$ cat config.mk
export PLATFORM = sky130hd
export DESIGN_NAME = match_sequencer
export DESIGN_NICKNAME = d
export VERILOG_FILES = /design/src/rtl/match_sequencer.sv
export SDC_FILE = /design/constraint.sdc
export NUM_CORES = 1
export LEC_CHECK = 0
export CORE_ASPECT_RATIO = 0.9
export CORE_MARGIN = 2
export CORE_UTILIZATION = 31
export DETAILED_ROUTE_END_ITERATION = 8
export PLACE_DENSITY_LB_ADDON = 0.05
export SETUP_SLACK_MARGIN = 0.5
export SLEW_MARGIN = 5
export SYNTH_ARGS = -nofsm -noshare
export SYNTH_HDL_FRONTEND = slang
export SYNTH_SLANG_ARGS = --single-unit
$ cat constraint.sdc
create_clock -name i_clk -period 4.2 [get_ports i_clk]
set_input_delay 1.05 -clock i_clk [delete_from_list [all_inputs] [get_ports i_clk]]
set_output_delay 1.05 -clock i_clk [all_outputs]
set_load 0.05 [all_outputs]
$ cat src/rtl/match_sequencer.sv
// match_sequencer: match-level controller for the fighting game.
// Walks the match through pre-round countdown, fight, pause, round-end
// intermission and match-over. Decides each round from KO or time-out,
// keeps the best-of-N score and gates player controls. Every output comes
// straight from a flop.
module match_sequencer #(
  parameter int unsigned INTERMISSION_S = 32'd3,
  parameter int unsigned WINS_TO_MATCH  = 32'd2,
  parameter int unsigned ROUNDS_MAX     = 32'd3,
  parameter int unsigned HEALTH_W       = 32'd7
) (
  input  logic                i_clk,
  input  logic                i_reset,
  input  logic                i_sec_tick,
  input  logic                i_start,
  input  logic                i_pause,
  input  logic                i_round_done,
  input  logic [HEALTH_W-1:0] i_p1_health,
  input  logic [HEALTH_W-1:0] i_p2_health,
  output logic                o_timer_start,
  output logic                o_timer_pause,
  output logic                o_health_reset,
  output logic                o_inputs_en,
  output logic [2:0]          o_state,
  output logic [1:0]          o_round_num,
  output logic [1:0]          o_p1_wins,
  output logic [1:0]          o_p2_wins,
  output logic [1:0]          o_winner
);

  typedef enum logic [2:0] {
    S_IDLE       = 3'd0,
    S_COUNTDOWN  = 3'd1,
    S_FIGHT      = 3'd2,
    S_PAUSED     = 3'd3,
    S_ROUND_END  = 3'd4,
    S_MATCH_OVER = 3'd5
  } state_t;

  // Round verdict / winner encoding, shared with o_winner.
  localparam logic [1:0] V_NONE = 2'b00;
  localparam logic [1:0] V_P1   = 2'b01;
  localparam logic [1:0] V_P2   = 2'b10;
  localparam logic [1:0] V_DRAW = 2'b11;

  // The tick that makes the count reach INTERMISSION_S ends the wait, so
  // the comparison is made against the last value before the target.
  localparam logic [3:0] L_SEC_TARGET = 4'(INTERMISSION_S);
  localparam logic [3:0] L_SEC_LAST   = L_SEC_TARGET - 4'd1;
  localparam logic [1:0] L_WINS       = 2'(WINS_TO_MATCH);
  localparam logic [1:0] L_RMAX       = 2'(ROUNDS_MAX);

  // Round decision in priority order: double KO, single KO, time-out.
  function automatic logic [1:0] f_round_verdict(
    input logic [HEALTH_W-1:0] p1,
    input logic [HEALTH_W-1:0] p2,
    input logic                done
  );
    logic       p1_ko;
    logic       p2_ko;
    logic [1:0] v;
    p1_ko = (p1 == {HEALTH_W{1'b0}});
    p2_ko = (p2 == {HEALTH_W{1'b0}});
    if (p1_ko && p2_ko) begin
      v = V_DRAW;
    end else if (p1_ko) begin
      v = V_P2;
    end else if (p2_ko) begin
      v = V_P1;
    end else if (done) begin
      if (p1 > p2) begin
        v = V_P1;
      end else if (p2 > p1) begin
        v = V_P2;
      end else begin
        v = V_DRAW;
      end
    end else begin
      v = V_NONE;
    end
    return v;
  endfunction

  // Match winner from the final score; a level score is a draw.
  function automatic logic [1:0] f_match_winner(
    input logic [1:0] p1w,
    input logic [1:0] p2w
  );
    logic [1:0] v;
    if (p1w > p2w) begin
      v = V_P1;
    end else if (p2w > p1w) begin
      v = V_P2;
    end else begin
      v = V_DRAW;
    end
    return v;
  endfunction

  // Win counters stop at 3 rather than wrapping.
  function automatic logic [1:0] f_sat_inc(input logic [1:0] w);
    logic [1:0] v;
    if (w == 2'd3) begin
      v = w;
    end else begin
      v = w + 2'd1;
    end
    return v;
  endfunction

  state_t     r_state;
  state_t     w_next;

  logic       r_start_d;
  logic       r_start_prev;
  logic       r_pause_d;
  logic       r_pause_prev;
  logic       w_start_edge;
  logic       w_pause_edge;

  logic [3:0] r_sec_cnt;
  logic       r_entry;
  logic       w_count_en;
  logic       w_tick_valid;
  logic       w_count_done;

  logic [1:0] r_p1_wins;
  logic [1:0] r_p2_wins;
  logic [1:0] r_round;
  logic [1:0] r_winner;
  logic [1:0] w_verdict;
  logic       w_match_decided;

  logic       w_match_clr;
  logic       w_round_adv;
  logic       w_set_winner;
  logic       w_fight_go;

  logic       r_timer_start;
  logic       r_timer_pause;
  logic       r_health_reset;
  logic       r_inputs_en;

  // Button edges come from the registered copy, so a press acts one cycle
  // after it is registered; both histories reset high to ignore held buttons.
  assign w_start_edge = r_start_d & ~r_start_prev;
  assign w_pause_edge = r_pause_d & ~r_pause_prev;

  // Seconds are counted only while waiting, and never in the entry cycle.
  assign w_count_en   = (r_state == S_COUNTDOWN) || (r_state == S_ROUND_END);
  assign w_tick_valid = i_sec_tick & ~r_entry;
  assign w_count_done = w_count_en && w_tick_valid && (r_sec_cnt == L_SEC_LAST);

  // KO and time-out only matter in FIGHT; PAUSED freezes the round.
  assign w_verdict = (r_state == S_FIGHT) ?
                     f_round_verdict(i_p1_health, i_p2_health, i_round_done) : V_NONE;

  assign w_match_decided = (r_p1_wins >= L_WINS) || (r_p2_wins >= L_WINS) ||
                           (r_round == L_RMAX);

  // Next-state and one-shot action decode.
  always_comb begin
    w_next       = r_state;
    w_match_clr  = 1'b0;
    w_round_adv  = 1'b0;
    w_set_winner = 1'b0;
    w_fight_go   = 1'b0;
    case (r_state)
      S_IDLE: begin
        if (w_start_edge) begin
          w_next      = S_COUNTDOWN;
          w_match_clr = 1'b1;
        end else begin
          w_next = S_IDLE;
        end
      end
      S_COUNTDOWN: begin
        if (w_count_done) begin
          w_next     = S_FIGHT;
          w_fight_go = 1'b1;
        end else begin
          w_next = S_COUNTDOWN;
        end
      end
      S_FIGHT: begin
        if (w_verdict != V_NONE) begin
          w_next = S_ROUND_END;
        end else if (w_pause_edge) begin
          w_next = S_PAUSED;
        end else begin
          w_next = S_FIGHT;
        end
      end
      S_PAUSED: begin
        if (w_pause_edge) begin
          w_next = S_FIGHT;
        end else begin
          w_next = S_PAUSED;
        end
      end
      S_ROUND_END: begin
        if (w_count_done) begin
          if (w_match_decided) begin
            w_next       = S_MATCH_OVER;
            w_set_winner = 1'b1;
          end else begin
            w_next      = S_COUNTDOWN;
            w_round_adv = 1'b1;
          end
        end else begin
          w_next = S_ROUND_END;
        end
      end
      S_MATCH_OVER: begin
        if (w_start_edge) begin
          w_next      = S_COUNTDOWN;
          w_match_clr = 1'b1;
        end else begin
          w_next = S_MATCH_OVER;
        end
      end
      default: begin
        w_next = S_IDLE;
      end
    endcase
  end

  // State register.
  always_ff @(posedge i_clk or posedge i_reset) begin
    if (i_reset) begin
      r_state <= S_IDLE;
    end else begin
      r_state <= w_next;
    end
  end

  // Button history for rising-edge detection.
  always_ff @(posedge i_clk or posedge i_reset) begin
    if (i_reset) begin
      r_start_d    <= 1'b1;
      r_start_prev <= 1'b1;
      r_pause_d    <= 1'b1;
      r_pause_prev <= 1'b1;
    end else begin
      r_start_d    <= i_start;
      r_start_prev <= r_start_d;
      r_pause_d    <= i_pause;
      r_pause_prev <= r_pause_d;
    end
  end

  // Second counter: cleared on every state change, flags the entry cycle.
  always_ff @(posedge i_clk or posedge i_reset) begin
    if (i_reset) begin
      r_sec_cnt <= 4'd0;
      r_entry   <= 1'b1;
    end else if (w_next != r_state) begin
      r_sec_cnt <= 4'd0;
      r_entry   <= 1'b1;
    end else begin
      r_entry <= 1'b0;
      if (w_count_en && w_tick_valid) begin
        r_sec_cnt <= r_sec_cnt + 4'd1;
      end
    end
  end

  // Score, round number and match winner.
  always_ff @(posedge i_clk or posedge i_reset) begin
    if (i_reset) begin
      r_p1_wins <= 2'd0;
      r_p2_wins <= 2'd0;
      r_round   <= 2'd0;
      r_winner  <= V_NONE;
    end else if (w_match_clr) begin
      r_p1_wins <= 2'd0;
      r_p2_wins <= 2'd0;
      r_round   <= 2'd1;
      r_winner  <= V_NONE;
    end else begin
      if (w_verdict == V_P1) begin
        r_p1_wins <= f_sat_inc(r_p1_wins);
      end
      if (w_verdict == V_P2) begin
        r_p2_wins <= f_sat_inc(r_p2_wins);
      end
      if (w_round_adv) begin
        r_round <= r_round + 2'd1;
      end
      if (w_set_winner) begin
        r_winner <= f_match_winner(r_p1_wins, r_p2_wins);
      end
    end
  end

  // Pulse and level outputs, aligned with the state register.
  always_ff @(posedge i_clk or posedge i_reset) begin
    if (i_reset) begin
      r_timer_start  <= 1'b0;
      r_timer_pause  <= 1'b0;
      r_health_reset <= 1'b0;
      r_inputs_en    <= 1'b0;
    end else begin
      r_timer_start  <= w_fight_go;
      r_timer_pause  <= (w_next == S_PAUSED);
      r_health_reset <= w_match_clr | w_round_adv;
      r_inputs_en    <= (w_next == S_FIGHT);
    end
  end

  assign o_timer_start  = r_timer_start;
  assign o_timer_pause  = r_timer_pause;
  assign o_health_reset = r_health_reset;
  assign o_inputs_en    = r_inputs_en;
  assign o_state        = r_state;
  assign o_round_num    = r_round;
  assign o_p1_wins      = r_p1_wins;
  assign o_p2_wins      = r_p2_wins;
  assign o_winner       = r_winner;

endmodule

==> results_dict.tcl, run 1 <==
set metrics [dict create \
    tns_ps 0 \
    p_switching_mw 0.520 \
    cts-buffers-inserted 3 \
    clkTransAtPathRegs_ps 90 \
    num_rows 24 \
    finalMaxSlewViolations 0 \
    cts_resized 0 \
    postCtsSetupRepairBufs 0 \
    synth-edff-count 0 \
    synth_fa_ha_area_frac 0.131 \
    initial_core_util 0.318 \
    hold_depth 0 \
    antenna_found_initial 0 \
    yosysSeqAreaShare 0.398 \
    dp_hpwl_um 2590 \
    r2r-end "o_winner[1]" \
    drt_iter0_drc 54 \
    io_buffers 34 \
    yosys.area_share.simple 0.227 \
    finalHoldViolations 0 \
    p_sw_frac 0.456 \
    first_global_vias 1230 \
    end_kind "flop" \
    fmax_mhz 339 \
    cts_tree "yes" \
    drtPass1Iterations 4 \
    clkLatencyLatePin_ps 270 \
    fillerInstances 497 \
    finalCritPeriodShare 0.702 \
    synth_top_family_by_area "simple AND/OR/NAND/NOR gates" \
    synth_compound_area_frac 0.111 \
    synthXorXnorAreaFrac 0.0516 \
    setup-violations-final 0 \
    grt_pass1_wl_um 5510 \
    nNetsFinal 223 \
    ioPinCount 35 \
    clockRootBuffer "clkbuf_8" \
    coreArea_sq_um 4800 \
    netlist_area_sq_um 1530 \
    synth-async-reset-ratio 1.00 \
    syn_avg_cell_area_sq_um 10.2 \
    holdWs_ps 366 \
    clkPwrFrac 0.138 \
    hold_class "reg2reg" \
    path_class "in2reg" \
    die_area_sq_um 5500 \
    track_usage 0.125 \
    drtAntennaViolNets 0 \
    post_dp_cell_area_sq_um 1930 \
    r2r_start "r_sec_cnt[0]" \
    status "complete, no violations" \
    stdcell_area_sq_um 1980 \
    drc 0 \
    synth_nets 186 \
    clockBufferDepth 2 \
    synthFlopType "dfrtp_1" \
    seq_power_share 0.321 \
    cts_sinks 24 \
    start_kind "input port" \
    p_int_mw 0.620 \
    p_leak_nw 0.880 \
    grt_max_degree 25 \
    r2r_cells 7 \
    slew_headroom 0.385 \
    wl_um 3220 \
    routabilityCongestion 0.793 \
    fin_worst_skew_ps 6.22 \
    reg2reg_setup_slack_ps 1980 \
    rsz0062_at_grt "false" \
    synth_cells 150 \
    syn2layout_area_growth_pct 30.0 \
    synthMuxAreaShare 0.0197 \
    synthDistinctLibCells 44 \
    required_ps 4380 \
    ys_ff_latch 24 \
    cp_max_fo 4 \
    drive_gt1_frac 0.129 \
    die_h_um 70.6 \
    worst_ep_arrival_time_ps 3130 \
    min_to "r_pause_prev" \
    vias_per_cell 4.75 \
    wire_per_inst_um 12.8 \
    diodes 0 \
    worst_slew_pin_slew_ps 922 \
    synth_warnings 0 \
    powerDensity_nw_per_um2 574 \
    htreeDepth 1 \
    grt_remaining_overflow 0 \
    die_w_um 78.0 \
    combPwrFrac 0.541 \
    peakVddDrop_uv 258 \
    drv_cap 0 \
    min_period_ps 2950 \
    worstHoldStart "r_pause_d" \
    vias 1191 \
    hold_buffers 0 \
]
-- per-stage QoR --
stage / power, mW / util / setup WS [ps] / cells
floorplan: 0.821 / - / 1630 / 150
global placement: 0.984 / 0.402 / 1070 / 247
detailed placement: 0.993 / 0.402 / 976 / 247
CTS: 1.16 / 0.413 / 1250 / 251
global route: 1.23 / 0.413 / 1050 / 251
finish: 1.14 / 0.413 / 1250 / 251
-- final cells by class --
class                      instances  area, sq um  area share
multi-input combinational        104          826       0.416
tap                               65         81.3      0.0410
inverter                          20         75.1      0.0378
timing repair buffer              34          340       0.172
clock buffer                       4         55.1      0.0277
sequential                        24          607       0.306
-- cell families after synthesis --
logic type / count (synthesis)
adder cells (fa/ha/maj): 16
buffers and inverters: 22
AND/OR/NAND/NOR: 55
AO/OA/AOI/OAI: 24
XOR/XNOR: 6
flip-flops: 24
multiplexers: 3
-- critical path: stages --
cell,delay [ps]
clkdlybuf4s50_1,480
inv_1,50
ha_1,290
nor2b_1,130
o21ai_0,140
a21oi_1,100
o31ai_1,470
a21oi_1,150
a311oi_1,260
-- cells in the final DEF, fill, tap and decap left out, types with 5 or more instances in the layout --
master,instances
nand2_1,12
dfrtp_1,19
nand4_1,5
clkdlybuf4s50_1,34
nor3_1,8
a21oi_1,7
dfstp_2,5
nand3_1,5
ha_1,16
inv_1,20
o21ai_0,5
nor2_1,7
-- cells in the mapped netlist (2+ instances only) --
master	count	share of area
a21o_1	2	0.0098
a21oi_1	7	0.023
a311oi_1	2	0.011
dfrtp_1	19	0.31
dfstp_2	5	0.086
ha_1	16	0.13
inv_1	20	0.049
mux2i_1	3	0.020
nand2_1	12	0.030
nand3_1	5	0.016
nand4_1	5	0.020
nor2_1	7	0.017
nor3_1	8	0.026
nor4_4	2	0.028
o21ai_0	5	0.016
or4_4	2	0.015
xor2_1	3	0.017
-- layer usage --
metal	GRT usage	part of all wire	routed length (um)
met5	0	0	0
met4	0.0468	0.016	51
met3	0.0204	0.034	110
met2	0.219	0.49	1580
met1	0.155	0.46	1480
-- registers in the layout (all words and copies together) (netlist names) --
name and count:
o_health_reset 1, o_inputs_en 1, o_p1_wins 2, o_p2_wins 2, o_round_num 2, o_state 3
o_timer_pause 1, o_timer_start 1, o_winner 2, r_entry 1, r_pause_d 1, r_pause_prev 1
r_sec_cnt 4, r_start_d 1, r_start_prev 1
-- how the worst max path moves through the flow --
| stage | start | end | slack, ps | cells after the start |
|---|---|---|---|---|
| floorplan | i_p2_health[2] | r_entry | 1630 | 6 |
| global placement | i_p1_health[1] | o_p1_wins[1] | 1070 | 9 |
| detailed placement | i_p1_health[1] | o_p1_wins[1] | 980 | 9 |
| CTS | i_p1_health[1] | o_p1_wins[1] | 1250 | 9 |
| global route | i_p1_health[1] | o_p1_wins[1] | 1050 | 9 |
| finish | i_p1_health[1] | o_p1_wins[1] | 1250 | 9 |
-- power groups by stage --
stage | clock network [mW] | logic, mW | registers (mW)
after floorplan | 0 | 0.332 | 0.489
after global placement | 0 | 0.612 | 0.372
after detailed placement | 0 | 0.619 | 0.374
after CTS | 0.166 | 0.623 | 0.369
after global routing | 0.175 | 0.675 | 0.381
final | 0.157 | 0.617 | 0.366
(Power assumes the default switching activity.)
==> run 2, diff against run 1 <==
==> constraint.sdc (replaced) <==
create_clock -name i_clk -period 2.7 [get_ports i_clk]
set_input_delay 0.675 -clock i_clk [delete_from_list [all_inputs] [get_ports i_clk]]
set_output_delay 0.675 -clock i_clk [all_outputs]
set_load 0.05 [all_outputs]
==> run 2 against run 1 <==
  * Sequential share of layout area shrank 2.6 points
  * First-iteration DRC count shrank 41%
  * Setup slack lost 690 ps
  * Critical path depth shrank 8
  * Non-clock buffer count grew 13
  * Die area is the same
  * Total power grew 62%
  * Worst hold slack gained 2.1 ps
  * Clock skew shrank 3.2 ps
  * Design area grew 9.8%
  * Routed wire length grew 6.6%
  * Sequential power grew 57%
==> results_dict.tcl, run 2 (synthesized netlist as in run 1, its figures left out) <==
set metrics [dict create \
    clockBufferDepth 2 \
    worst_ep_arrival_time_ps 1470 \
    cp_max_fo 4 \
    drive_gt1_frac 0.312 \
    stdcell_area_sq_um 2180 \
    io_buffers 34 \
    largest_register_ffs 4 \
    cts_tree "yes" \
    r2r-end "r_entry" \
    drtAntennaViolNets 0 \
    drc 0 \
    layout_commonest_cell "inv_1" \
    path_class "reg2out" \
    diodes 0 \
    antenna_found_initial 0 \
    reg2reg_setup_slack_ps 640 \
    htreeDepth 1 \
    r2r_cells 8 \
    clkTransAtPathRegs_ps 80 \
    drv_cap 0 \
    start_kind "flop" \
    vias 1261 \
    path_cells "clkdlybuf4s50_1" \
    vias_per_cell 4.78 \
    die_h_um 70.6 \
    nNetsFinal 236 \
    finalHoldViolations 0 \
    initial_core_util 0.318 \
    p_leak_nw 1.04 \
    fin_worst_skew_ps 2.99 \
    cts-buffers-inserted 3 \
    die_w_um 78.0 \
    post_dp_cell_area_sq_um 1990 \
    final_cell_mix "19 x inv_1, 17 x dfrtp_1, 15 x ha_1" \
    finalCritPeriodShare 0.793 \
    required_ps 2030 \
    dp_hpwl_um 2680 \
    drt_iter0_drc 32 \
    status "complete, no violations" \
    cts_sinks 24 \
    slew_headroom 0.654 \
    hold_class "reg2reg" \
    hold_depth 0 \
    worst_slew_pin_slew_ps 515 \
    total_power_mw 1.85 \
    grt_pass1_wl_um 5990 \
    top_register "r_sec_cnt" \
    rsz0062_at_grt "true" \
    min_to "r_pause_prev" \
    final_util 0.453 \
    routabilityCongestion 0.822 \
    finalMaxSlewViolations 0 \
    clockRootBuffer "clkbuf_8" \
    track_usage 0.137 \
    fmax_mhz 467 \
    worstHoldStart "r_pause_d" \
    ioPinCount 35 \
    final_cells 264 \
    crit_buf_inv 1 \
    min_period_ps 2140 \
    slowest_stage "clkdlybuf4s50_1" \
    first_global_vias 1349 \
    powerDensity_nw_per_um2 850 \
    grt_max_degree 25 \
    end_kind "output port" \
    peakVddDrop_uv 352 \
    setup-violations-final 0 \
    coreArea_sq_um 4800 \
    slowest_delay_ps 800 \
    clkLatencyLatePin_ps 260 \
    num_rows 24 \
    wl_um 3430 \
    cp_top_family "buffers and inverters" \
    wire_per_inst_um 13.0 \
    r2r_start "o_p1_wins[0]" \
    syn2layout_area_growth_pct 42.7 \
    die_area_sq_um 5500 \
    dp.cells 255 \
    grt_remaining_overflow 0 \
    drtPass1Iterations 4 \
]
==> run 2: metal layers <==
metal	vias up	track usage	share of wire
met2	28	0.237	0.50
li1	623	-	-
met4	0	0.0526	0.0099
met5	-	0	0
met1	606	0.165	0.45
met3	4	0.0344	0.040
==> run 2: worst max path at each step <==
stage	from	endpoint	depth (start not counted)	slack [ps]
after floorplan	i_p2_health[2]	r_entry	6	500
after detailed placement	i_p1_health[1]	o_p1_wins[1]	10	-60
after CTS	i_p2_health[1]	o_p1_wins[1]	9	380
after global routing	i_p1_health[6]	o_p1_wins[1]	9	430
final	o_p1_wins[0]	o_p1_wins[0]	1	560
after global placement	i_p2_health[2]	r_sec_cnt[0]	7	-30
==> run 2: layout make-up <==
type | count | area (sq um)
inverters | 20 | 75.1
multi-input cells | 104 | 926
repair buffers | 47 | 432
well taps | 65 | 81.3
flip-flops and latches | 24 | 609
fillers | 494 | 2630
clock buffers | 4 | 55.1
==> run 2: worst reg2reg max path, cell delays in order, from the launching register on <==
cell	delay, ps
dfrtp_2	400
inv_1	80
ha_1	200
or4_1	510
nor2_2	170
nand2_1	70
o21ai_0	220
and2_4	240
or2_1	110
==> run 2: repair_timing <==
action | 4_1_cts | 5_1_grt
setup buffers | 2 | 3
gates resized for setup | 42 | 22
pin swaps | 16 | 14
hold buffers | 0 | 0
endpoints found under the setup margin | 16 | 13
==> run 2: where the power goes <==
| group | leakage (nW) | switching [mW] | internal, mW | total, mW |
|---|---|---|---|---|
| combinational | 0.704 | 0.632 | 0.405 | 1.04 |
| clock | 0.0288 | 0.111 | 0.130 | 0.241 |
| sequential | 0.305 | 0.117 | 0.456 | 0.573 |
| total | 1.04 | 0.861 | 0.991 | 1.85 |
==> run 2: per-stage QoR <==
stage	setup WS [ps]	TNS, ps	hold WS, ps
detailed placement	-63.8	-132	356
CTS	384	0	367
global placement	-31.2	-53.3	353
finish	559	0	368
global route	431	0	378
floorplan	504	0	351
==> run 3, diff against run 2 <==
==> constraint.sdc (replaced) <==
create_clock -name i_clk -period 2 [get_ports i_clk]
set_input_delay 0.5 -clock i_clk [delete_from_list [all_inputs] [get_ports i_clk]]
set_output_delay 0.5 -clock i_clk [all_outputs]
set_load 0.05 [all_outputs]
==> run 3 against run 2 <==
  * Via count rose by 4.0%
  * Design area rose by 11%
  * Combinational power rose by 69%
  * Sequential share of layout area fell by 2.6 points
  * Clock skew rose by 3.1 ps
  * Worst hold slack improved by 3.1 ps
  * Non-clock buffer count rose by 22
  * Total power rose by 52%
  * Clock-buffer cell count did not move
  * Flip-flop and latch count did not move
  * Register-to-register slack got worse by 500 ps
  * Clock power rose by 35%
  * Critical path type is now in2reg
==> results_dict.tcl, run 3 (synthesized netlist as in run 1, its figures left out) <==
set metrics [dict create \
    min_period_ps 1900 \
    rsz0062_at_grt "true" \
    num_rows 24 \
    fin_ws_ps 97.7 \
    wire_per_inst_um 12.9 \
    p_leak_nw 1.14 \
    r2r_start "r_pause_d" \
    top_register "r_sec_cnt" \
    htreeDepth 1 \
    clockBufferDepth 2 \
    clkTransAtPathRegs_ps 80 \
    clockRootBuffer "clkbuf_8" \
    slew_headroom 0.789 \
    start_kind "input port" \
    vias_per_cell 4.58 \
    drtPass1Iterations 4 \
    drive_gt1_frac 0.534 \
    first_global_vias 1428 \
    worst_slew_pin_slew_ps 315 \
    p_sw_frac 0.443 \
    vias 1311 \
    total_power_mw 2.82 \
    drtAntennaViolNets 0 \
    diodes 0 \
    syn2layout_area_growth_pct 59.0 \
    r2r_cells 6 \
    required_ps 2190 \
    die_w_um 78.0 \
    finalHoldViolations 0 \
    combPwrFrac 0.623 \
    p_int_mw 1.57 \
    startpoint "i_p1_health[1]" \
    grt_busiest_layer "met2" \
    drc 0 \
    fmax_mhz 526 \
    antenna_found_initial 0 \
    setup-violations-final 0 \
    initial_core_util 0.318 \
    powerDensity_nw_per_um2 1160 \
    tns_ps 0 \
    fin_worst_skew_ps 6.07 \
    post_dp_cell_area_sq_um 2110 \
    use_met3 0.0293 \
    stdcell_area_sq_um 2430 \
    dp_hpwl_um 2870 \
    grt_max_degree 25 \
    largest_register_ffs 4 \
    use_met2 0.248 \
    track_usage 0.150 \
    grt_remaining_overflow 0 \
    status "complete, no violations" \
    gr-usage-met1 0.209 \
    ioPinCount 35 \
    final_cell_mix "37 x buf_4, 15 x inv_1, 13 x buf_6" \
    reg2reg_setup_slack_ps 140 \
    path_class "in2reg" \
    drv_cap 0 \
    clkPwrFrac 0.115 \
    cp-endpoint "r_entry" \
    cp_max_fo 5 \
    seq_power_share 0.262 \
    wl_um 3700 \
    routabilityCongestion 0.796 \
    coreArea_sq_um 4800 \
    dp_slack_ps -556 \
    peakVddDrop_uv 792 \
    fillerInstances 465 \
    layout_commonest_cell "buf_4" \
    die_h_um 70.6 \
    r2r-end "r_entry" \
    drt_iter0_drc 31 \
    die_area_sq_um 5500 \
    finalCritPeriodShare 0.951 \
    grt_pass1_wl_um 6620 \
    clkLatencyLatePin_ps 260 \
    end_kind "flop" \
    finalMaxSlewViolations 0 \
    cts_sinks 24 \
    holdWs_ps 371 \
    nNetsFinal 258 \
    cts-buffers-inserted 3 \
    cts_tree "yes" \
    hold_class "reg2reg" \
    p_switching_mw 1.25 \
    io_buffers 34 \
    worst_ep_arrival_time_ps 2090 \
    hold_buffers 0 \
]
[run 3: metrics by stage]
| step | util | instances |
|---|---|---|
| after floorplan | - | 150 |
| final | 0.505 | 286 |
| after detailed placement | 0.440 | 270 |
| after global placement | 0.440 | 270 |
| after CTS | 0.495 | 283 |
| after global routing | 0.505 | 286 |
[run 3: critical path, cell delays in order]
cell and delay [ps]:
buf_6 90, or4_4 540, nor4_4 240, o31ai_2 120, a21o_4 220, xnor2_4 160, or2_1 210
[run 3: timing repair]
| action | CTS | global route |
|---|---|---|
| resized for setup | 79 | 11 |
| endpoints found under the setup margin | 25 | 24 |
| pin swaps | 24 | 12 |
| buffers inserted | 9 | 3 |
| endpoints found under the hold margin | 0 | 0 |
[run 3: power by group through the flow]
stage / sequential, mW / combinational [mW] / clock, mW
6_report: 0.737 / 1.76 / 0.325
4_1_cts: 0.741 / 1.74 / 0.338
5_1_grt: 0.758 / 1.92 / 0.363
3_5_place_dp: 0.749 / 1.50 / 0
2_1_floorplan: 1.05 / 0.726 / 0
3_3_place_gp: 0.744 / 1.48 / 0
[run 3: layout make-up]
cell class                      instances  area (sq um)  area share
Multi-Input combinational cell        104           993       0.409
Sequential cell                        24           617       0.254
Timing Repair Buffer                   69           606       0.249
Tap cell                               65          81.3      0.0335
Inverter                               20          75.1      0.0309
Clock buffer                            4          55.1      0.0227
[run 3: how the worst min path moves through the flow]
stage          startpoint      endpoint  slack [ps]  cells past startpoint
2_1_floorplan   r_pause_d  r_pause_prev         350                      0
3_3_place_gp    r_pause_d  r_pause_prev         360                      0
3_5_place_dp    r_start_d  r_start_prev         360                      0
4_1_cts         r_pause_d  r_pause_prev         370                      0
5_1_grt         r_pause_d  r_pause_prev         380                      0
6_report        r_pause_d  r_pause_prev         370                      0
[run 3: routing by layer]
| layer | vias up | part of all wire |
|---|---|---|
| met1 | 620 | 0.48 |
| met2 | 23 | 0.48 |
| met5 | - | 0 |
| li1 | 664 | - |
| met4 | 0 | 0.0092 |
| met3 | 4 | 0.031 |
